===== src/rtl/snn_neuron_accum.sv =====
// Per-channel saturating membrane accumulator with a leak/threshold/refractory timestep FSM.
// Step takes 2 cycles (LEAK, FIRE); accumulates arriving while busy are discarded and flagged on o_drop.
module snn_neuron_accum #(
  parameter int DATA_WIDTH = 8,
  parameter int SUM_WIDTH  = 16,
  parameter int N_CH       = 4,
  parameter int LEAK_SHIFT = 4,
  parameter int REFRAC     = 2,
  localparam int CH_W      = (N_CH > 1) ? $clog2(N_CH) : 1
) (
  input  logic                          clk,
  input  logic                          rst_n,
  input  logic                          i_clear,
  input  logic                          i_acc_valid,
  input  logic [CH_W-1:0]               i_acc_ch,
  input  logic signed [DATA_WIDTH-1:0]  i_data_in,
  input  logic                          i_step,
  input  logic signed [SUM_WIDTH-1:0]   i_threshold,
  output logic                          o_busy,
  output logic                          o_drop,
  output logic [N_CH-1:0]               o_spike,
  output logic                          o_spike_valid,
  output logic [N_CH*SUM_WIDTH-1:0]     o_sum,
  output logic [N_CH-1:0]               o_sat
);

  typedef enum logic [1:0] {
    S_IDLE = 2'd0,
    S_LEAK = 2'd1,
    S_FIRE = 2'd2
  } state_t;

  localparam logic signed [SUM_WIDTH-1:0] SUM_MAX = {1'b0, {(SUM_WIDTH-1){1'b1}}};
  localparam logic signed [SUM_WIDTH-1:0] SUM_MIN = {1'b1, {(SUM_WIDTH-1){1'b0}}};
  localparam logic [3:0]                  REF_LOAD = 4'(REFRAC);

  state_t                      r_state;
  logic                        r_busy;
  logic                        r_drop;
  logic                        r_spike_valid;
  logic [N_CH-1:0]             r_spike;
  logic [N_CH-1:0]             r_sat;
  logic signed [SUM_WIDTH-1:0] r_sum [N_CH];
  logic [3:0]                  r_ref [N_CH];

  logic                        w_ch_ok;
  logic                        w_acc_ok;
  logic signed [SUM_WIDTH:0]   w_add;
  logic                        w_add_ovf;
  logic signed [SUM_WIDTH-1:0] w_add_sat;
  logic signed [SUM_WIDTH-1:0] w_leak [N_CH];
  logic [N_CH-1:0]             w_fire;

  // One extra guard bit on the add; overflow shows up as the top two bits disagreeing.
  always_comb begin
    w_ch_ok   = ({{(32-CH_W){1'b0}}, i_acc_ch} < N_CH);
    w_acc_ok  = 1'b0;
    w_add     = '0;
    if (w_ch_ok) begin
      w_add    = {r_sum[i_acc_ch][SUM_WIDTH-1], r_sum[i_acc_ch]}
               + {{(SUM_WIDTH+1-DATA_WIDTH){i_data_in[DATA_WIDTH-1]}}, i_data_in};
      w_acc_ok = (r_ref[i_acc_ch] == 4'd0);
    end
    w_add_ovf = w_add[SUM_WIDTH] ^ w_add[SUM_WIDTH-1];
    w_add_sat = w_add_ovf ? (w_add[SUM_WIDTH] ? SUM_MIN : SUM_MAX) : w_add[SUM_WIDTH-1:0];
  end

  always_comb begin
    for (int c = 0; c < N_CH; c++) begin
      w_leak[c] = (LEAK_SHIFT == 0) ? r_sum[c] : r_sum[c] - (r_sum[c] >>> LEAK_SHIFT);
      w_fire[c] = (r_sum[c] >= i_threshold) && (r_ref[c] == 4'd0);
    end
  end

  always_ff @(posedge clk or negedge rst_n) begin
    if (!rst_n) begin
      r_state       <= S_IDLE;
      r_busy        <= 1'b0;
      r_drop        <= 1'b0;
      r_spike_valid <= 1'b0;
      r_spike       <= '0;
      r_sat         <= '0;
      for (int c = 0; c < N_CH; c++) begin
        r_sum[c] <= '0;
        r_ref[c] <= '0;
      end
    end else if (i_clear) begin
      r_state       <= S_IDLE;
      r_busy        <= 1'b0;
      r_drop        <= 1'b0;
      r_spike_valid <= 1'b0;
      r_spike       <= '0;
      r_sat         <= '0;
      for (int c = 0; c < N_CH; c++) begin
        r_sum[c] <= '0;
        r_ref[c] <= '0;
      end
    end else begin
      r_drop        <= 1'b0;
      r_spike_valid <= 1'b0;
      case (r_state)
        S_IDLE: begin
          // Applied on the same edge as a step so the leak sees the updated sum.
          if (i_acc_valid && w_ch_ok && w_acc_ok) begin
            r_sum[i_acc_ch] <= w_add_sat;
            if (w_add_ovf) r_sat[i_acc_ch] <= 1'b1;
          end
          if (i_step) begin
            r_state <= S_LEAK;
            r_busy  <= 1'b1;
          end
        end
        S_LEAK: begin
          r_drop <= i_acc_valid && w_ch_ok;
          for (int c = 0; c < N_CH; c++) begin
            r_sum[c] <= w_leak[c];
            if (r_ref[c] != 4'd0) r_ref[c] <= r_ref[c] - 4'd1;
          end
          r_state <= S_FIRE;
        end
        S_FIRE: begin
          r_drop <= i_acc_valid && w_ch_ok;
          for (int c = 0; c < N_CH; c++) begin
            if (w_fire[c]) begin
              r_spike[c] <= 1'b1;
              r_sum[c]   <= '0;
              r_ref[c]   <= REF_LOAD;
            end else begin
              r_spike[c] <= 1'b0;
            end
          end
          r_spike_valid <= 1'b1;
          r_state       <= S_IDLE;
          r_busy        <= 1'b0;
        end
        default: begin
          r_state <= S_IDLE;
          r_busy  <= 1'b0;
        end
      endcase
    end
  end

  assign o_busy        = r_busy;
  assign o_drop        = r_drop;
  assign o_spike       = r_spike;
  assign o_spike_valid = r_spike_valid;
  assign o_sat         = r_sat;

  for (genvar g = 0; g < N_CH; g++) begin : g_sum
    assign o_sum[g*SUM_WIDTH +: SUM_WIDTH] = r_sum[g];
  end

endmodule


===== config.mk =====
export PLATFORM = sky130hd
export DESIGN_NAME = snn_neuron_accum
export DESIGN_NICKNAME = d
export VERILOG_FILES = /design/src/rtl/snn_neuron_accum.sv
export SDC_FILE = /design/constraint.sdc
export NUM_CORES = 1
export LEC_CHECK = 0
export BUFFER_PORTS_ARGS = -buffer_cell sky130_fd_sc_hd__buf_2
export CAP_MARGIN = 40
export CORE_MARGIN = 3
export CORE_UTILIZATION = 55
export DETAILED_ROUTE_END_ITERATION = 10
export GPL_ROUTABILITY_DRIVEN = 0
export PLACE_DENSITY = 0.76
export SKIP_LAST_GASP = 1
export SLEW_MARGIN = 20
export SYNTH_ARGS = -nofsm -noshare
export SYNTH_HDL_FRONTEND = slang
export SYNTH_SLANG_ARGS = --single-unit

===== constraint.sdc =====
create_clock -name clk -period 5.97 [get_ports clk]
set_input_delay 0.2985 -clock clk [delete_from_list [all_inputs] [get_ports clk]]
set_output_delay 0.2985 -clock clk [all_outputs]
set_load 0.02 [all_outputs]

Yosys cells after proc, flatten, opt, wreduce, memory -nomap -nowiden
Index checks and enable logic that the tools add are counted.

operators by class
  add/sub/neg operators = 9
  $lt $le $gt $ge = 8
  eq/ne operators = 13
  mux-type cells = 50
  bitwise gates (word level) = 3
  reduce and logical (&&, ||, !) cells = 34

operator list
  operator             number
  $pmux 64 s3          1
  $mux 16              10
  $mux 64              2
  $bwmux 64            1
  $ge 16x16->1         4
  $mux 4               16
  $sub 16x12->16       4
  $bmux 16 s2          1
  $demux 16 s2         1
  $pmux 16 s2          1
  $ne 3x3->1 const B   10
  $reduce_and 3->1     9
  $logic_not 4->1      5
  $reduce_bool 4->1    5
  $add 16x8->17        1
  $sub 4x1->4 const B  4
  $mux 1               11
  $bmux 4 s2           1
  $reduce_bool 2->1    4
  $logic_and 1x1->1    7
  $mux 2               2
  $or 4x4->4           1
  $pmux 2 s2           1
  $ge 3x3->1 const B   1
  14 further kinds     14

word-level totals
  flip-flop bits (word level) = 93
  bits of input ports = 31
  output and inout bits = 75
  logic and storage cells = 131

Depth between registers and ports, before layout
  word-level depth = 11
  gate-level depth with buffers = 14
  gate-level depth less buffers = 12

Worst setup path after synthesis
Ideal clock, no wire load.

  path kind = in2reg
  from = in i_acc_ch[0]
  to = reg r_sum (netlist bit o_sum[59])
  setup time = 0.126 ns
  data arrival time = 3.868 ns
  data required time = 5.844 ns
  path slack = 1.976 ns
  cell stages on the path = 12
  buffers on the path = 3
  cells stage by stage = buf_1 > buf_1 > mux4_2 > ha_1 > o21a_1 > o21ai_0 > o21ai_1 > a211oi_2 > nor2_1 > buf_4 > maj3_2 > a221o_1

between the ends
  word-level cells in the longest chain between the ends = 11
  elaborated cells between the ends (all ways) = 24
  those cells by class = add/sub (1); order compare (2); eq/ne (1); mux (14); bitwise (2); reduce/logical (4)

ends and longest elaborated chain
  element                                        line         source
  start, declared                                15           input logic [CH_W-1:0] i_acc_ch,
  $not 2->3 (not written as such) (*)            60, 62, 105
  $bmux 16 s2                                    60           w_add = {r_sum[i_acc_ch][SUM_WIDTH-1], r_sum[i_acc_ch]}
  $mux 16 (not written as such) (2 in a row)     60
  $add 16x8->17                                  61           + {{(SUM_WIDTH+1-DATA_WIDTH){i_data_in[DATA_WIDTH-1]}}, i_data_in};
  $mux 16 / $xor 1x1->1 (equally long branches)  65, 64
  $mux 16                                        65           w_add_sat = w_add_ovf ? (w_add[SUM_WIDTH] ? SUM_MIN : SUM_MAX) : w_add[SUM_WIDTH-1:0];
  $bwmux 64                                      105          r_sum[i_acc_ch] <= w_add_sat;
  $mux 64                                        104          if (i_acc_valid && w_ch_ok && w_acc_ok) begin
  $pmux 64 s3                                    101          case (r_state)
  $mux 64                                        87           end else if (i_clear) begin
  end signal, assigned by index                  105
  end signal, assigned by index                  116          r_sum[c] <= w_leak[c];
  end, declared                                  43           logic signed [SUM_WIDTH-1:0] r_sum [N_CH];

Mark *: on every way between the ends. The rest lies on a longest branch, timed or not. The select of a mux whose other input is x is not followed.
A chain may end at the register's enable or synchronous reset.

Worst setup path in the final report
  from = in i_acc_ch[0]
  to = reg r_sum (netlist bit o_sum[46])

The elaborated chain is that of the path after synthesis.

==> impl_metrics.yaml <==
synthesis:
  portion_of_the_post_synthesis_area_used_by_sequential_elements: 0.223
  post_synth_xor_area_fraction: 0.0462
  count_of_mapped_cells_out_of_synthesis: 1257
  synthTopCellsByArea: "sky130_fd_sc_hd__dfrtp_1 22%, sky130_fd_sc_hd__ha_1 18%, sky130_fd_sc_hd__a21oi_1 6.9%"
  syn-cell-area_um2: 10400
  synth.avg_cell_area_um2: 8.31
  yosys.area_share.adder: 0.201
  synth_simple_gate_area_frac: 0.151
  synth_top_area_share: 0.223
  synth-edff-count: 0
  synthDominantAreaCellType: "sky130_fd_sc_hd__dfrtp_1"
  synth_compound_area_frac: 0.283
  yosys.cell_types.count: 84
  async_sr_flop_fraction: 1.00
  synth_top_family_by_area: "compound AO/OA/AOI/OAI gates"
  ys_ff_latch: 93
  syn_nets: 1441
  yosys_warnings: 0
  synth_flop_cell: "sky130_fd_sc_hd__dfrtp_1"
  synth.mux.area_fraction: 0.0402
clocking:
  cts_buffer_count: 9
  post_cts.resized_instances: 0
  cts_root_buf: "sky130_fd_sc_hd__clkbuf_16"
  htree_num_levels: 3
  cts_buffer_depth: 2
  cts.sink_count: 93
  clock_insertion_delay_worst_skew_ns: 0.36
  clkTransAtPathRegs_ns: 0.07
  cts_tree: "done"
sta:
  worst_slew_pin_slew_ns: 0.801
  worst_clock_skew_ns: 0.0104
  min_period_ns: 4.07
  finalSetupTns_ns: 0
  timing.slew.headroom: 0.464
  finalHoldViolCount: 0
  fin_crit_sh: 0.681
  peak_clock_frequency_supported_by_timing_mhz: 246
  unrepaired_setup_endpoints_after_global_routing: "false"
  finalSetupViolations: 0
  timing.final.max_slew_violations: 0
drt:
  violation_count_after_the_first_detailed_route_iteration: 1065
  routed-via-count: 10600
  drc_errors: 0
  drt_wl_total_um: 35000
  antenna_violating_nets_post_route: 0
  vias_per_cell: 6.73
  drt_pre_antenna_iters: 5
  wire_per_inst_um: 22.2
global_route:
  antenna_found_initial: 0
  grt_max_degree: 55
  grt_pass1_vias: 9885
  grt_first_pass_wirelength_um: 54500
  track_usage: 0.339
  globalRouteOverflowTotal: 0
run:
  drv_cap: 0
layout:
  most_used_cells_in_the_layout_excluding_fill_and_tap_cells: "148 x sky130_fd_sc_hd__ha_1, 143 x sky130_fd_sc_hd__a21oi_1, 104 x sky130_fd_sc_hd__buf_2, 103 x sky130_fd_sc_hd__inv_1"
  layout.cells.most_common: "sky130_fd_sc_hd__ha_1"
  post-route-cell-area_um2: 11500
  synthToLayoutAreaGrowth_pct: 10.3
  proportion_of_layout_cells_with_a_drive_suffix_above_1: 0.137
  layout.nets: 1527
  layoutNonFillerInstCount: 1576
  antenna_cells_inserted: 0
setup_path:
  timing.critical_path.arrival_ns: 4.28
  critical_path_required_ns: 6.19
  end_kind: "flop"
  timing.critical_path.fanout_max: 24
  setup_crit_start_kind: "input pin"
  crit-reg2reg-capture: "o_sum[46]"
  crit-reg2reg-launch: "o_sum[48]"
  timing.setup.critical_path_class: "in -> reg"
  reg2reg_slack_ns: 2.09
  reg2reg_depth: 12
power:
  p_per_area_nw_per_um2: 632
  max-vdd-ir-drop_uv: 272
  power_leakage_uw: 0.00547
worst_hold_path:
  hold_path_end: "o_drop"
  worstHoldPathCells: 2
  holdCritPathClass: "in -> reg"
  worstHoldStart: "i_acc_valid"
floorplan:
  placeableCoreArea_um2: 18300
  die_w_um: 144
  fp.dieArea_um2: 20700
  initial_utilization: 0.570
  pin_count: 106
  core.rowCount: 49
  dieHeight_um: 144
placed_design:
  detailed_place_hpwl_um: 26600
  post-place-cells: 1560
  placed_cell_area_um2: 11200
  portBuffers: 105
outcome:
  run_status: "finished, final reports clean"
-- worst max-delay path: stages --
cell and delay [ns]:
sky130_fd_sc_hd__buf_2 0.55, sky130_fd_sc_hd__mux4_2 0.59, sky130_fd_sc_hd__ha_1 0.24, sky130_fd_sc_hd__fa_1 0.44, sky130_fd_sc_hd__a211o_1 0.32, sky130_fd_sc_hd__a211oi_2 0.29, sky130_fd_sc_hd__o21ai_1 0.14, sky130_fd_sc_hd__a211oi_2 0.22
sky130_fd_sc_hd__nor2_1 0.06, sky130_fd_sc_hd__buf_4 0.21, sky130_fd_sc_hd__maj3_1 0.44, sky130_fd_sc_hd__a221oi_1 0.35, sky130_fd_sc_hd__a211oi_1 0.10
-- cell usage after synthesis (all sizes together) (5+ instances only) --
master  count
ha        148
a21oi     144
inv       103
nand2      94
dfrtp      93
nor2       87
o21ai      74
o31ai      47
xnor2      33
clkbuf     32
nor3       25
a21o       24
a211oi     23
nand3      20
xor2       20
nor2b      18
o21a       17
mux4       16
or2        15
a22o       14
buf        14
maj3       14
nand2b     14
nand4      13
nor4       11
a221oi     10
a31oi      10
o211ai     10
o31a       10
a211o       9
and2        9
or3         7
and3        6
mux2i       6
o22ai       6
a311oi      5
fa          5
-- report_power, final --
part           internal, uW  switching (uW)  leakage [uW]
Clock                   323             268      0.000146
Sequential              836             433       0.00124
Combinational          2220            3200       0.00408
-- state kept, by name, indices dropped and copies added, names as in the netlist --
| register | flops |
|---|---|
| r_state | 2 |
| o_spike | 4 |
| o_drop | 1 |
| o_spike_valid | 1 |
| o_sat | 4 |
| r_ref | 16 |
| o_sum | 64 |
| o_busy | 1 |
-- cell families after synthesis --
| group | after synthesis |
|---|---|
| XOR/XNOR | 53 |
| multiplexers | 22 |
| adder cells (fa/ha/maj) | 167 |
| buffers and inverters | 149 |
| flip-flops | 93 |
| AND/OR/NAND/NOR | 328 |
| AO/OA/AOI/OAI | 445 |
-- layer usage --
layer / GRT usage / vias up / share of wire
met2: 0.505 / 685 / 0.42
met4: 0.167 / 0 / 0.056
li1: - / 4861 / -
met5: 0 / - / 0
met1: 0.464 / 4919 / 0.42
met3: 0.0779 / 145 / 0.11
-- layout make-up --
class | instances | area (um2)
Multi-Input combinational cell | 1015 | 7550
Fill cell | 1611 | 6810
Sequential cell | 93 | 2330
Timing Repair Buffer | 121 | 682
Inverter | 103 | 387
Tap cell | 229 | 287
Clock buffer | 9 | 225
Clock inverter | 6 | 62.6
-- metrics by stage --
stage	total power, uW	util	worst slack [ns]	hold WS (ns)
after global routing	7890	0.628	1.66	0.199
after detailed placement	6530	0.612	1.60	0.225
after CTS	7160	0.628	1.96	0.197
after global placement	6410	0.609	1.71	0.219
final	7290	0.628	1.90	0.202
after floorplan	5190	-	1.98	0.00291
-- timing repair --
action | in CTS | in global routing
hold buffers | 1 | 0
hold endpoints to repair | 24 | 0
buffers inserted | 0 | 0
-- how the worst max path moves through the flow --
stage	start	endpoint	slack, ns	depth (start not counted)
CTS	i_acc_ch[0]	o_sum[46]	1.96	13
global placement	i_acc_ch[0]	o_sum[9]	1.71	13
floorplan	i_acc_ch[0]	o_sum[59]	1.98	12
finish	i_acc_ch[0]	o_sum[46]	1.90	13
global route	i_acc_ch[0]	o_sat[1]	1.66	13
detailed placement	i_acc_ch[0]	o_sum[46]	1.60	13
Power figures use the tool's default switching activity.
